==> src/rtl/tft_pkg.sv <==
// Shared definitions for the TFT timing generator: FSM encoding, default
// panel timing and the renderer-to-panel colour widening helper.
package tft_pkg;

   typedef enum logic [2:0] {
      ST_OFF,
      ST_PWR_UP,
      ST_RUN,
      ST_DRAIN,
      ST_PWR_DOWN
   } tft_state_t;

   localparam int DEF_H_ACTIVE  = 480;
   localparam int DEF_H_FP      = 2;
   localparam int DEF_H_SYNC    = 41;
   localparam int DEF_H_BP      = 2;
   localparam int DEF_V_ACTIVE  = 272;
   localparam int DEF_V_FP      = 2;
   localparam int DEF_V_SYNC    = 10;
   localparam int DEF_V_BP      = 4;
   localparam int DEF_X_BITS    = 10;
   localparam int DEF_Y_BITS    = 9;
   localparam int DEF_BPC_IN    = 3;
   localparam int DEF_BPC_OUT   = 8;
   localparam int DEF_PWR_DELAY = 16;

   // Left-justifies a bpc_in wide value in a bpc_out wide field, low bits zero.
   // Supports panel depths up to 16 bits per colour.
   function automatic logic [15:0] expand_bpc(input logic [15:0] v,
                                              input int bpc_in,
                                              input int bpc_out);
      return v << (bpc_out - bpc_in);
   endfunction

endpackage

==> src/rtl/tft_axis_counter.sv <==
// One timing axis (horizontal or vertical): wrapping position counter plus
// active / sync region decode in the order active, FP, SYNC, BP.
module tft_axis_counter #(
   parameter int ACTIVE = 480,
   parameter int FP     = 2,
   parameter int SYNC   = 41,
   parameter int BP     = 2,
   parameter int BITS   = 10
) (
   input  logic            tft_clk,
   input  logic            rstb,
   input  logic            advance,
   input  logic            clear,
   output logic [BITS-1:0] count,
   output logic            wrap,
   output logic            in_active,
   output logic            in_sync
);

   localparam int TOTAL = ACTIVE + FP + SYNC + BP;

   // Inclusive bounds keep every constant below TOTAL, so none can overflow BITS.
   localparam logic [BITS-1:0] LAST       = BITS'(TOTAL - 1);
   localparam logic [BITS-1:0] ACT_LAST   = BITS'(ACTIVE - 1);
   localparam logic [BITS-1:0] SYNC_FIRST = BITS'(ACTIVE + FP);
   localparam logic [BITS-1:0] SYNC_LAST  = BITS'(ACTIVE + FP + SYNC - 1);

   assign wrap      = (count == LAST);
   assign in_active = (count <= ACT_LAST);
   assign in_sync   = (count >= SYNC_FIRST) && (count <= SYNC_LAST);

   always_ff @(posedge tft_clk or negedge rstb) begin
      if (!rstb)
         count <= '0;
      else if (clear)
         count <= '0;
      else if (advance)
         count <= wrap ? '0 : count + BITS'(1);
   end

endmodule

==> src/rtl/tft_timing_gen.sv <==
// TFT panel timing generator: power sequencing FSM, H/V counters, fetch
// coordinates and a one-stage output register aligning colour, DE and syncs.
module tft_timing_gen
   import tft_pkg::*;
#(
   parameter int H_ACTIVE     = DEF_H_ACTIVE,
   parameter int H_FP         = DEF_H_FP,
   parameter int H_SYNC       = DEF_H_SYNC,
   parameter int H_BP         = DEF_H_BP,
   parameter int V_ACTIVE     = DEF_V_ACTIVE,
   parameter int V_FP         = DEF_V_FP,
   parameter int V_SYNC       = DEF_V_SYNC,
   parameter int V_BP         = DEF_V_BP,
   parameter int X_BITS       = DEF_X_BITS,
   parameter int Y_BITS       = DEF_Y_BITS,
   parameter int BPC_IN       = DEF_BPC_IN,
   parameter int BPC_OUT      = DEF_BPC_OUT,
   parameter int PWR_DELAY    = DEF_PWR_DELAY,
   parameter int SYNC_ACT_LOW = 1
) (
   input  logic               tft_clk,
   input  logic               rstb,
   input  logic               enable,
   input  logic [BPC_IN-1:0]  pix_r,
   input  logic [BPC_IN-1:0]  pix_g,
   input  logic [BPC_IN-1:0]  pix_b,
   output logic [X_BITS-1:0]  x,
   output logic [Y_BITS-1:0]  y,
   output logic               fetch_valid,
   output logic               new_frame,
   output logic [15:0]        frame_count,
   output logic [BPC_OUT-1:0] tft_red,
   output logic [BPC_OUT-1:0] tft_green,
   output logic [BPC_OUT-1:0] tft_blue,
   output logic               tft_data_ena,
   output logic               tft_hsync,
   output logic               tft_vsync,
   output logic               tft_vdd,
   output logic               tft_display,
   output logic               running
);

   localparam int              PW_BITS  = $clog2(PWR_DELAY + 1);
   localparam logic [PW_BITS-1:0] PW_LAST = PW_BITS'(PWR_DELAY - 1);
   localparam logic            SYNC_OFF = (SYNC_ACT_LOW != 0);

   tft_state_t         state, state_nxt;
   logic [PW_BITS-1:0] pwr_cnt;
   logic               pwr_phase, pwr_done;
   logic               counting;
   logic [X_BITS-1:0]  hcnt;
   logic [Y_BITS-1:0]  vcnt;
   logic               h_wrap, h_active, h_sync;
   logic               v_wrap, v_active, v_sync;
   logic               de_nxt;

   assign counting  = (state == ST_RUN) || (state == ST_DRAIN);
   assign pwr_phase = (state == ST_PWR_UP) || (state == ST_PWR_DOWN);
   assign pwr_done  = (pwr_cnt == PW_LAST);

   tft_axis_counter #(
      .ACTIVE (H_ACTIVE),
      .FP     (H_FP),
      .SYNC   (H_SYNC),
      .BP     (H_BP),
      .BITS   (X_BITS)
   ) u_hcnt (
      .tft_clk   (tft_clk),
      .rstb      (rstb),
      .advance   (counting),
      .clear     (!counting),
      .count     (hcnt),
      .wrap      (h_wrap),
      .in_active (h_active),
      .in_sync   (h_sync)
   );

   tft_axis_counter #(
      .ACTIVE (V_ACTIVE),
      .FP     (V_FP),
      .SYNC   (V_SYNC),
      .BP     (V_BP),
      .BITS   (Y_BITS)
   ) u_vcnt (
      .tft_clk   (tft_clk),
      .rstb      (rstb),
      .advance   (counting && h_wrap),
      .clear     (!counting),
      .count     (vcnt),
      .wrap      (v_wrap),
      .in_active (v_active),
      .in_sync   (v_sync)
   );

   assign x           = hcnt;
   assign y           = vcnt;
   assign fetch_valid = h_active && v_active && (state == ST_RUN);
   assign new_frame   = counting && h_wrap && v_wrap;
   assign running     = counting;
   assign de_nxt      = h_active && v_active && counting;

   // Power delays ignore enable; a returning enable in DRAIN wins over the frame end.
   always_comb begin
      state_nxt = state;
      case (state)
         ST_OFF:      if (enable)   state_nxt = ST_PWR_UP;
         ST_PWR_UP:   if (pwr_done) state_nxt = ST_RUN;
         ST_RUN:      if (!enable)  state_nxt = ST_DRAIN;
         ST_DRAIN: begin
            if (enable)         state_nxt = ST_RUN;
            else if (new_frame) state_nxt = ST_PWR_DOWN;
         end
         ST_PWR_DOWN: if (pwr_done) state_nxt = ST_OFF;
         default:                   state_nxt = ST_OFF;
      endcase
   end

   always_ff @(posedge tft_clk or negedge rstb) begin
      if (!rstb) begin
         state       <= ST_OFF;
         pwr_cnt     <= '0;
         tft_vdd     <= 1'b0;
         tft_display <= 1'b0;
         frame_count <= '0;
      end else begin
         state       <= state_nxt;
         pwr_cnt     <= (pwr_phase && !pwr_done) ? pwr_cnt + PW_BITS'(1) : '0;
         tft_vdd     <= (state_nxt != ST_OFF);
         tft_display <= (state_nxt == ST_RUN) || (state_nxt == ST_DRAIN);
         if (new_frame)
            frame_count <= frame_count + 16'd1;
      end
   end

   // Pin stage: everything the panel sees is registered together from cycle N.
   always_ff @(posedge tft_clk or negedge rstb) begin
      if (!rstb) begin
         tft_data_ena <= 1'b0;
         tft_red      <= '0;
         tft_green    <= '0;
         tft_blue     <= '0;
         tft_hsync    <= SYNC_OFF;
         tft_vsync    <= SYNC_OFF;
      end else begin
         tft_data_ena <= de_nxt;
         tft_red      <= de_nxt ? BPC_OUT'(expand_bpc(16'(pix_r), BPC_IN, BPC_OUT)) : '0;
         tft_green    <= de_nxt ? BPC_OUT'(expand_bpc(16'(pix_g), BPC_IN, BPC_OUT)) : '0;
         tft_blue     <= de_nxt ? BPC_OUT'(expand_bpc(16'(pix_b), BPC_IN, BPC_OUT)) : '0;
         tft_hsync    <= (counting && h_sync) ? ~SYNC_OFF : SYNC_OFF;
         tft_vsync    <= (counting && v_sync) ? ~SYNC_OFF : SYNC_OFF;
      end
   end

endmodule

==> config.mk <==
export PLATFORM = sky130hd
export DESIGN_NAME = tft_timing_gen
export DESIGN_NICKNAME = d
export VERILOG_FILES = /design/src/rtl/tft_pkg.sv /design/src/rtl/tft_axis_counter.sv /design/src/rtl/tft_timing_gen.sv
export SDC_FILE = /design/constraint.sdc
export NUM_CORES = 1
export LEC_CHECK = 0
export CORE_MARGIN = 2
export CORE_UTILIZATION = 51
export CTS_CLUSTER_DIAMETER = 120
export DETAILED_ROUTE_END_ITERATION = 8
export GPL_ROUTABILITY_DRIVEN = 0
export PLACE_DENSITY = 0.91
export SKIP_CTS_REPAIR_TIMING = 1
export SLEW_MARGIN = 20
export SYNTH_ARGS = -nofsm -noshare
export SYNTH_HDL_FRONTEND = slang
export SYNTH_SLANG_ARGS = --single-unit
==> constraint.sdc <==
create_clock -name tft_clk -period 3.65 [get_ports tft_clk]
set_input_delay 0.73 -clock tft_clk [delete_from_list [all_inputs] [get_ports tft_clk]]
set_output_delay 0.73 -clock tft_clk [all_outputs]
set_load 0.03 [all_outputs]
==> results of run 1 <==
## metrics by stage
step           hold slack, ps  instance area [um^2]
2_1_floorplan           432.9                  2779
3_3_place_gp            452.5                  3367
3_5_place_dp            466.4                  3367
4_1_cts                 376.6                  3562
5_1_grt                 400.4                  3562
6_report                362.3                  3562
## report_power, final
group | switching, mW | internal, mW
Sequential | 0.0525 | 0.698
Clock | 0.232 | 0.346
Combinational | 0.246 | 0.151
Total | 0.530 | 1.20
## worst max-delay path, cell delays in order, from the launching register on
cell             delay (ps)
dfrtp_1                 450
ha_1                    260
or4b_2                  610
nor3_1                  280
and3_1                  220
clkdlybuf4s50_1         670
## cells in the final DEF (no fill, tap or decap), types with 2 or more instances in the layout
cell	n
o21ai_0	14
nor3_1	5
nand4_1	7
nor4_1	4
nand3b_1	2
dfrtp_1	55
inv_1	7
or3_1	3
nor2_1	29
ha_1	8
nand2b_1	2
dfstp_2	2
conb_1	15
a21oi_1	7
clkbuf_8	11
buf_4	2
clkinv_2	2
clkdlybuf4s50_1	62
xnor2_1	16
and2_1	10
and3_1	11
nand3_1	11
xor2_1	12
nand2_1	29
## final cells by class
| class | instances | area [um^2] | share of cell area [%] |
|---|---|---|---|
| Inverter | 7 | 26.28 | 0.7376 |
| Timing Repair Buffer | 65 | 640.6 | 17.98 |
| Multi-Input combinational cell | 198 | 1184 | 33.23 |
| Tap cell | 70 | 87.58 | 2.459 |
| Clock inverter | 3 | 40.04 | 1.124 |
| Sequential cell | 57 | 1429 | 40.11 |
| Clock buffer | 12 | 155.1 | 4.355 |
## path summary, 6_finish.rpt
check,from,to,slack [ps]
max in group asynchronous,rstb,tft_vsync,2450
worst min-delay path,rstb,u_hcnt.count[0],360
min in group tft_clk,pwr_cnt[0],pwr_cnt[0],470
worst max register to register,u_hcnt.count[6],frame_count[13],1070
worst min register to register,pwr_cnt[0],pwr_cnt[0],470
worst max-delay path,u_vcnt.count[1],new_frame,100
## per-layer routing
metal	GRT usage (%)	up-vias	routed length, um
li1	-	1018	-
met1	25.64	1019	2465
met2	33.07	77	2819
met3	4.824	20	322
met4	9.464	0	158
met5	0	-	0
## state kept, by name (all words and copies together) (netlist names), 3 cells and up
| register | count |
|---|---|
| tft_red | 3 |
| tft_blue | 3 |
| pwr_cnt | 5 |
| tft_green | 3 |
| frame_count | 16 |
| u_vcnt.count | 9 |
| state | 3 |
| u_hcnt.count | 10 |
## cell usage after synthesis (8+ instances only)
cell     number  area share, %
and2_1       10            2.3
and3_1       11            2.5
buf_4        15            4.1
dfrtp_1      55             50
ha_1          8            3.7
nand2_1      29            4.0
nand3_1      11            2.0
nor2_1       29            4.0
o21ai_0      14            2.6
xnor2_1      16            5.1
xor2_1       12            3.9
## kinds of logic after synthesis
logic type               Yosys count  synth area share (%)
multiplexers                       1                0.3672
buffers and inverters             27                 6.104
XOR/XNOR                          28                 8.995
other                              1                0.1375
AND/OR/NAND/NOR                  122                 23.40
flip-flops                        57                 52.41
AO/OA/AOI/OAI                     24                 4.911
adder cells (fa/ha/maj)            8                 3.672
==> flow_metrics.py, run 1 <==
metrics = {
    "hold_path": {
        "hold_path_class": "primary input to async pin",
    },
    "sta": {
        "setup_viol": 0,
        "drv_slew": 0,
        "skew_ps": 6.296,
        "relSlewSlack_pct": 49.62,
        "period_share_pct": 97.34,
        "final.min_clock_period_ps": 3553,
        "tightestPinTransition_ps": 745.2,
        "worst_slack_ps": 97.09,
        "max_freq_ghz": 0.2815,
        "hold_viol": 0,
        "tns_ps": 0,
        "rsz0062_at_grt": "no",
    },
    "logic_synthesis": {
        "ys_seq_area_share_pct": 52.41,
        "synth_seq_cells": 57,
        "synth_area_um2": 2726,
        "synth_cell_types": 37,
        "synthArstFlopShare_pct": 100.0,
        "synth_edf_count": 0,
        "synth_cells": 268,
        "yosysWarnings": 0,
        "syn_area_per_cell_um2": 10.17,
        "synth_flop_cell": "dfrtp_1",
    },
    "clock_tree": {
        "clock_sinks": 57,
        "cts_tree": "yes",
        "cts_buffers": 9,
        "clk_pin_slew_ps": 60,
        "cts_max_level": 3,
        "cts-root-buf": "clkbuf_8",
        "clock_path_buffers": 2,
        "insertion_delay_ps": 330,
    },
    "layout": {
        "fillers": 410,
        "area_delta_synth_final_pct": 30.66,
        "antennaDiodeCount": 0,
        "drive_gt1_share_pct": 7.018,
        "nets": 358,
        "finish.utilization_pct": 69.30,
        "instances_no_fill": 412,
    },
    "power_and_ir_drop": {
        "p_leak_nw": 1.584,
        "power_density_nw_per_um2": 484.4,
        "p_total_mw": 1.725,
        "ir_drop_v": 0.0003212,
    },
    "floorplan": {
        "start_util_pct": 53.04,
        "die_w_um": 77.12,
        "dieHeight_um": 77.12,
        "rows": 26,
        "core_area_um2": 5140,
        "fp.dieArea_um2": 5947,
        "ioPinCount": 79,
    },
    "route": {
        "drtPass1Iterations": 4,
        "drcViolationCount": 0,
        "routed_wl_mm": 5.765,
        "drt_iter0_markers": 123,
        "via_count": 2134,
        "wl_per_cell_um": 13.99,
        "via_per_inst": 5.180,
        "postRouteAntennaNets": 0,
    },
    "outcome": {
        "outcome": "complete, no violations",
    },
    "critical_path": {
        "worstPathArrival_ps": 2820,
        "crit_fanout": 7,
        "start_kind": "flip-flop",
        "reg2regPathDepth": 5,
        "worstPathRequired_ps": 2920,
        "endpoint_kind": "output port",
        "worst-setup-path-type": "flip-flop to output port",
    },
    "placement": {
        "dp_hpwl_mm": 4.191,
        "dp.cells": 397,
        "portBuffers": 63,
        "pre_cts_ws_ps": 474.3,
    },
    "grt": {
        "grt.total_usage_pct": 20.29,
        "grt_max_degree": 36,
        "grt_overflow": 0,
        "antenna_found_initial": 0,
        "grt_pass1_vias": 2075,
        "grt_pass1_wl_mm": 9.611,
    },
    "run": {
        "maxCapViolCount": 0,
    },
}
(Power assumes the default switching activity.)
==> run 2: changes to the inputs <==
--- a/config.mk
+++ b/config.mk
@@ -5,12 +5,14 @@
 export SDC_FILE = /design/constraint.sdc
 export NUM_CORES = 1
 export LEC_CHECK = 0
+export CELL_PAD_IN_SITES_DETAIL_PLACEMENT = 0
+export CELL_PAD_IN_SITES_GLOBAL_PLACEMENT = 1
 export CORE_MARGIN = 2
-export CORE_UTILIZATION = 51
+export CORE_UTILIZATION = 39
 export CTS_CLUSTER_DIAMETER = 120
 export DETAILED_ROUTE_END_ITERATION = 8
 export GPL_ROUTABILITY_DRIVEN = 0
-export PLACE_DENSITY = 0.91
+export PLACE_DENSITY = 0.92
 export SKIP_CTS_REPAIR_TIMING = 1
 export SLEW_MARGIN = 20
 export SYNTH_ARGS = -nofsm -noshare
==> run 2 against run 1 <==
Setup slack improved by 77 ps. Maximum frequency is 2.2% higher. Clock skew decreased by 0.86 ps. Routed wire length shrank 5.0%. Worst hold slack barely moved. Cell area rose by 1.3%. Via count decreased by 3.3%. Cell count up 6.6%. Die area up 29%. Critical path type unchanged. Critical endpoint unchanged. Highest routed layer unchanged.
==> flow_metrics.py, run 2 (synthesis results as in run 1) <==
metrics = {
    "sta": {
        "max_freq_ghz": 0.2877,
        "tightestPinTransition_ps": 619.7,
        "setup_viol": 0,
        "final.min_clock_period_ps": 3476,
        "hold_viol": 0,
        "rsz0062_at_grt": "no",
        "period_share_pct": 95.22,
        "skew_ps": 5.440,
        "tns_ps": 0,
        "relSlewSlack_pct": 58.31,
        "drv_slew": 0,
    },
    "layout": {
        "antennaDiodeCount": 0,
        "largest_reg_flops": 16,
        "seq_area_um2": 1429,
        "area_delta_synth_final_pct": 32.40,
        "drive_gt1_share_pct": 7.289,
        "reg_top3": "frame_count (16), u_hcnt.count (10), u_vcnt.count (9)",
        "multi_input_area_um2": 1184,
        "layout_commonest_cell": "clkdlybuf4s50_1",
        "final_cell_mix": "62 x clkdlybuf4s50_1, 55 x dfrtp_1, 29 x nor2_1, 29 x nand2_1, 16 x xnor2_1",
        "fillers": 606,
        "top_register": "frame_count",
        "nets": 358,
    },
    "critical_path": {
        "worstPathRequired_ps": 2920,
        "start_kind": "flip-flop",
        "worstPathArrival_ps": 2750,
        "crit_fanout": 7,
        "worst-setup-path-type": "flip-flop to output port",
        "endpoint_kind": "output port",
        "worst-r2r-setup-slack_ps": 1200,
    },
    "clock_tree": {
        "cts_tree": "yes",
        "clock_sinks": 57,
        "cts-root-buf": "clkbuf_8",
        "insertion_delay_ps": 340,
        "clk_pin_slew_ps": 60,
        "cts_buffers": 9,
        "cts_max_level": 3,
        "clock_path_buffers": 2,
    },
    "route": {
        "routed_wl_mm": 5.476,
        "drtPass1Iterations": 4,
        "via_per_inst": 4.699,
        "drcViolationCount": 0,
        "wl_per_cell_um": 12.47,
        "drt_iter0_markers": 148,
        "via_count": 2063,
        "postRouteAntennaNets": 0,
    },
    "hold_path": {
        "hold_path_class": "primary input to async pin",
    },
    "floorplan": {
        "start_util_pct": 40.13,
        "rows": 30,
        "fp.dieArea_um2": 7676,
        "dieHeight_um": 87.61,
        "die_w_um": 87.61,
        "core_area_um2": 6794,
        "ioPinCount": 79,
    },
    "grt": {
        "grt_max_degree": 36,
        "grt_overflow": 0,
        "grt_pass1_vias": 2023,
        "grt_util_met1_pct": 18.92,
        "grt.total_usage_pct": 15.91,
        "busiest_layer": "met2",
        "grt_use_met2_pct": 24.45,
        "grt_pass1_wl_mm": 9.308,
        "use_met3_pct": 9.237,
        "antenna_found_initial": 0,
    },
    "power_and_ir_drop": {
        "ir_drop_v": 0.0003109,
        "p_leak_nw": 1.587,
        "p_total_mw": 1.766,
        "power_density_nw_per_um2": 489.2,
    },
    "outcome": {
        "outcome": "complete, no violations",
    },
    "placement": {
        "dp_hpwl_mm": 4.058,
        "portBuffers": 63,
    },
    "run": {
        "maxCapViolCount": 0,
    },
}
run 2: worst paths after layout:
| path | start | end | cells past startpoint |
|---|---|---|---|
| max | u_vcnt.count[1] | new_frame | 5 |
| min | rstb | u_vcnt.count[5] | 1 |
| max reg2reg | u_hcnt.count[6] | frame_count[13] | 5 |
| min reg2reg | frame_count[15] | frame_count[15] | 1 |
| max in group asynchronous | rstb | tft_hsync | 2 |
| min in group tft_clk | frame_count[15] | frame_count[15] | 1 |
run 2: power by group:
group / total [mW] / switching, mW / internal, mW
Clock: 0.622 / 0.242 / 0.380
Combinational: 0.398 / 0.247 / 0.150
Sequential: 0.746 / 0.0477 / 0.698
Total: 1.77 / 0.537 / 1.23
run 2: per-layer routing:
metal	vias up	routed length (um)
met5	-	0
met4	0	54
met3	7	555
met2	86	2524
met1	953	2341
li1	1017	-
run 2: per-stage QoR:
| stage | cell area (um^2) | instances | hold WS (ps) | setup WS [ps] | util [%] |
|---|---|---|---|---|---|
| after global placement | 3400 | 423 | 449.9 | 596.3 | 50.04 |
| final | 3610 | 439 | 362.8 | 174.5 | 53.13 |
| after floorplan | 2779 | 282 | 432.9 | 933.5 | - |
| after global routing | 3610 | 439 | 383.6 | 52.47 | 53.13 |
| after CTS | 3610 | 439 | 366.7 | 176.7 | 53.13 |
| after detailed placement | 3400 | 423 | 462.4 | 552.2 | 50.04 |
run 2: layout make-up:
type | count | share of cell area (%)
flip-flops and latches | 57 | 39.58
multi-input cells | 198 | 32.79
repair buffers | 65 | 17.75
clock buffers | 10 | 3.536
well taps | 96 | 3.328
clock inverters | 6 | 2.288
inverters | 7 | 0.7279
run 2: critical path: stages (launching register included):
cell and delay (ps):
dfrtp_1 440, ha_1 250, or4b_2 590, nor3_1 260
and3_1 200, clkdlybuf4s50_1 670
==> run 3: changes to the inputs <==
--- a/config.mk
+++ b/config.mk
@@ -9,6 +9,7 @@
 export CELL_PAD_IN_SITES_GLOBAL_PLACEMENT = 1
 export CORE_MARGIN = 2
 export CORE_UTILIZATION = 39
+export CTS_BUF_LIST = sky130_fd_sc_hd__clkbuf_16
 export CTS_CLUSTER_DIAMETER = 120
 export DETAILED_ROUTE_END_ITERATION = 8
 export GPL_ROUTABILITY_DRIVEN = 0
==> run 3 against run 2 <==
Sequential share of layout area fell by 1.1 points. Non-clock buffer count did not move. Cell area rose by 2.8%. Maximum frequency rose by 0.69%. Sequential power barely moved. Clock skew fell by 0.51 ps. Setup slack improved by 24 ps. Worst hold slack improved by 16 ps. Cell count did not move.
==> flow_metrics.py, run 3 (synthesis results as in run 1) <==
metrics = {
    "clock_tree": {
        "clock_sinks": 57,
        "cts-root-buf": "clkbuf_16",
        "clk_pin_slew_ps": 50,
        "insertion_delay_ps": 320,
        "cts_tree": "yes",
        "clock_path_buffers": 2,
        "cts_buffers": 9,
        "cts_max_level": 3,
    },
    "critical_path": {
        "max_stage_delay_ps": 670,
        "worstPathRequired_ps": 2920,
        "cp_cell_sequence": "ha_1 -> or4b_2 -> nor3_1 -> and3_1 -> clkdlybuf4s50_1",
        "slowest_stage": "clkdlybuf4s50_1",
        "cp_top_family": "simple AND/OR/NAND/NOR gates",
        "crit_fanout": 7,
        "worstPathArrival_ps": 2720,
        "worst-setup-path-type": "flip-flop to output port",
        "start_kind": "flip-flop",
        "endpoint_kind": "output port",
        "crit_buf_inv": 1,
    },
    "run": {
        "maxCapViolCount": 0,
    },
    "sta": {
        "hold_viol": 0,
        "tightestPinTransition_ps": 628.9,
        "max_freq_ghz": 0.2897,
        "final.min_clock_period_ps": 3452,
        "hold-worst-slack_ps": 378.7,
        "skew_ps": 4.933,
        "drv_slew": 0,
        "relSlewSlack_pct": 57.68,
        "rsz0062_at_grt": "no",
        "period_share_pct": 94.57,
        "tns_ps": 0,
        "setup_viol": 0,
    },
    "layout": {
        "top_register": "frame_count",
        "area_delta_synth_final_pct": 36.12,
        "antennaDiodeCount": 0,
        "reg_top3": "frame_count (16), u_hcnt.count (10), u_vcnt.count (9)",
        "drive_gt1_share_pct": 7.289,
        "fillers": 589,
        "layout_commonest_cell": "clkdlybuf4s50_1",
        "largest_reg_flops": 16,
        "nets": 358,
        "final_cell_mix": "62 x clkdlybuf4s50_1, 55 x dfrtp_1, 29 x nor2_1, 29 x nand2_1, 16 x xnor2_1",
    },
    "route": {
        "drcViolationCount": 0,
        "postRouteAntennaNets": 0,
        "via_count": 2086,
        "routed_wl_mm": 5.563,
        "drtPass1Iterations": 4,
        "via_per_inst": 4.752,
        "wl_per_cell_um": 12.67,
        "drt_iter0_markers": 175,
    },
    "power_and_ir_drop": {
        "ir_drop_v": 0.0003851,
        "p_leak_nw": 1.638,
        "p_total_mw": 2.012,
        "power_density_nw_per_um2": 542.1,
    },
    "grt": {
        "grt_pass1_vias": 2045,
        "grt.total_usage_pct": 15.98,
        "grt_max_degree": 36,
        "grt_overflow": 0,
        "grt_pass1_wl_mm": 9.370,
        "antenna_found_initial": 0,
    },
    "floorplan": {
        "start_util_pct": 40.13,
        "die_w_um": 87.61,
        "ioPinCount": 79,
        "rows": 30,
        "dieHeight_um": 87.61,
        "core_area_um2": 6794,
        "fp.dieArea_um2": 7676,
    },
    "placement": {
        "dp_hpwl_mm": 4.058,
        "portBuffers": 63,
    },
    "hold_path": {
        "hold_path_class": "primary input to async pin",
    },
    "outcome": {
        "outcome": "complete, no violations",
    },
}
[run 3: through the flow]
| step | cell area [um^2] | utilization [%] | setup WS [ps] | std cells |
|---|---|---|---|---|
| CTS | 3711 | 54.62 | 201.4 | 439 |
| finish | 3711 | 54.62 | 198.3 | 439 |
| floorplan | 2779 | - | 933.5 | 282 |
| global route | 3711 | 54.62 | 90.37 | 439 |
| detailed placement | 3400 | 50.04 | 552.2 | 423 |
| global placement | 3400 | 50.04 | 596.3 | 423 |
[run 3: cell type report]
cell class / count / area [um^2] / area share, %
sequential: 57 / 1429 / 38.50
tap: 96 / 120.1 / 3.237
clock inverter: 7 / 86.33 / 2.326
clock buffer: 9 / 225.2 / 6.069
multi-input combinational: 198 / 1184 / 31.89
timing repair buffer: 65 / 640.6 / 17.26
inverter: 7 / 26.28 / 0.7080
[run 3: final timing paths]
kind	from	slack [ps]	cells past startpoint	to
setup / recovery	u_vcnt.count[1]	200	5	new_frame
hold / removal	rstb	380	1	u_vcnt.count[5]
setup reg to reg	u_hcnt.count[6]	1150	5	frame_count[13]
hold reg to reg	pwr_cnt[0]	460	1	pwr_cnt[0]
max in group asynchronous	rstb	2430	2	tft_hsync
min in group tft_clk	pwr_cnt[0]	460	1	pwr_cnt[0]
[run 3: worst register-to-register path, stage by stage (launching register included)]
cell	delay, ps
dfrtp_1	430
nor4b_1	590
nand4_1	360
nor4_1	650
nand4_1	200
xnor2_1	160
[run 3: routing by layer]
metal  wire length (um)  track usage, %
met2               2594           24.72
met4                104           8.112
met3                494           6.975
met1               2370           18.98
met5                  0               0
[run 3: where the power goes]
group          leakage [nW]  internal, mW  switching [mW]
logic                 0.712         0.152           0.252
clock network         0.156         0.589           0.271
registers             0.770         0.699          0.0484
total                  1.64          1.44           0.572
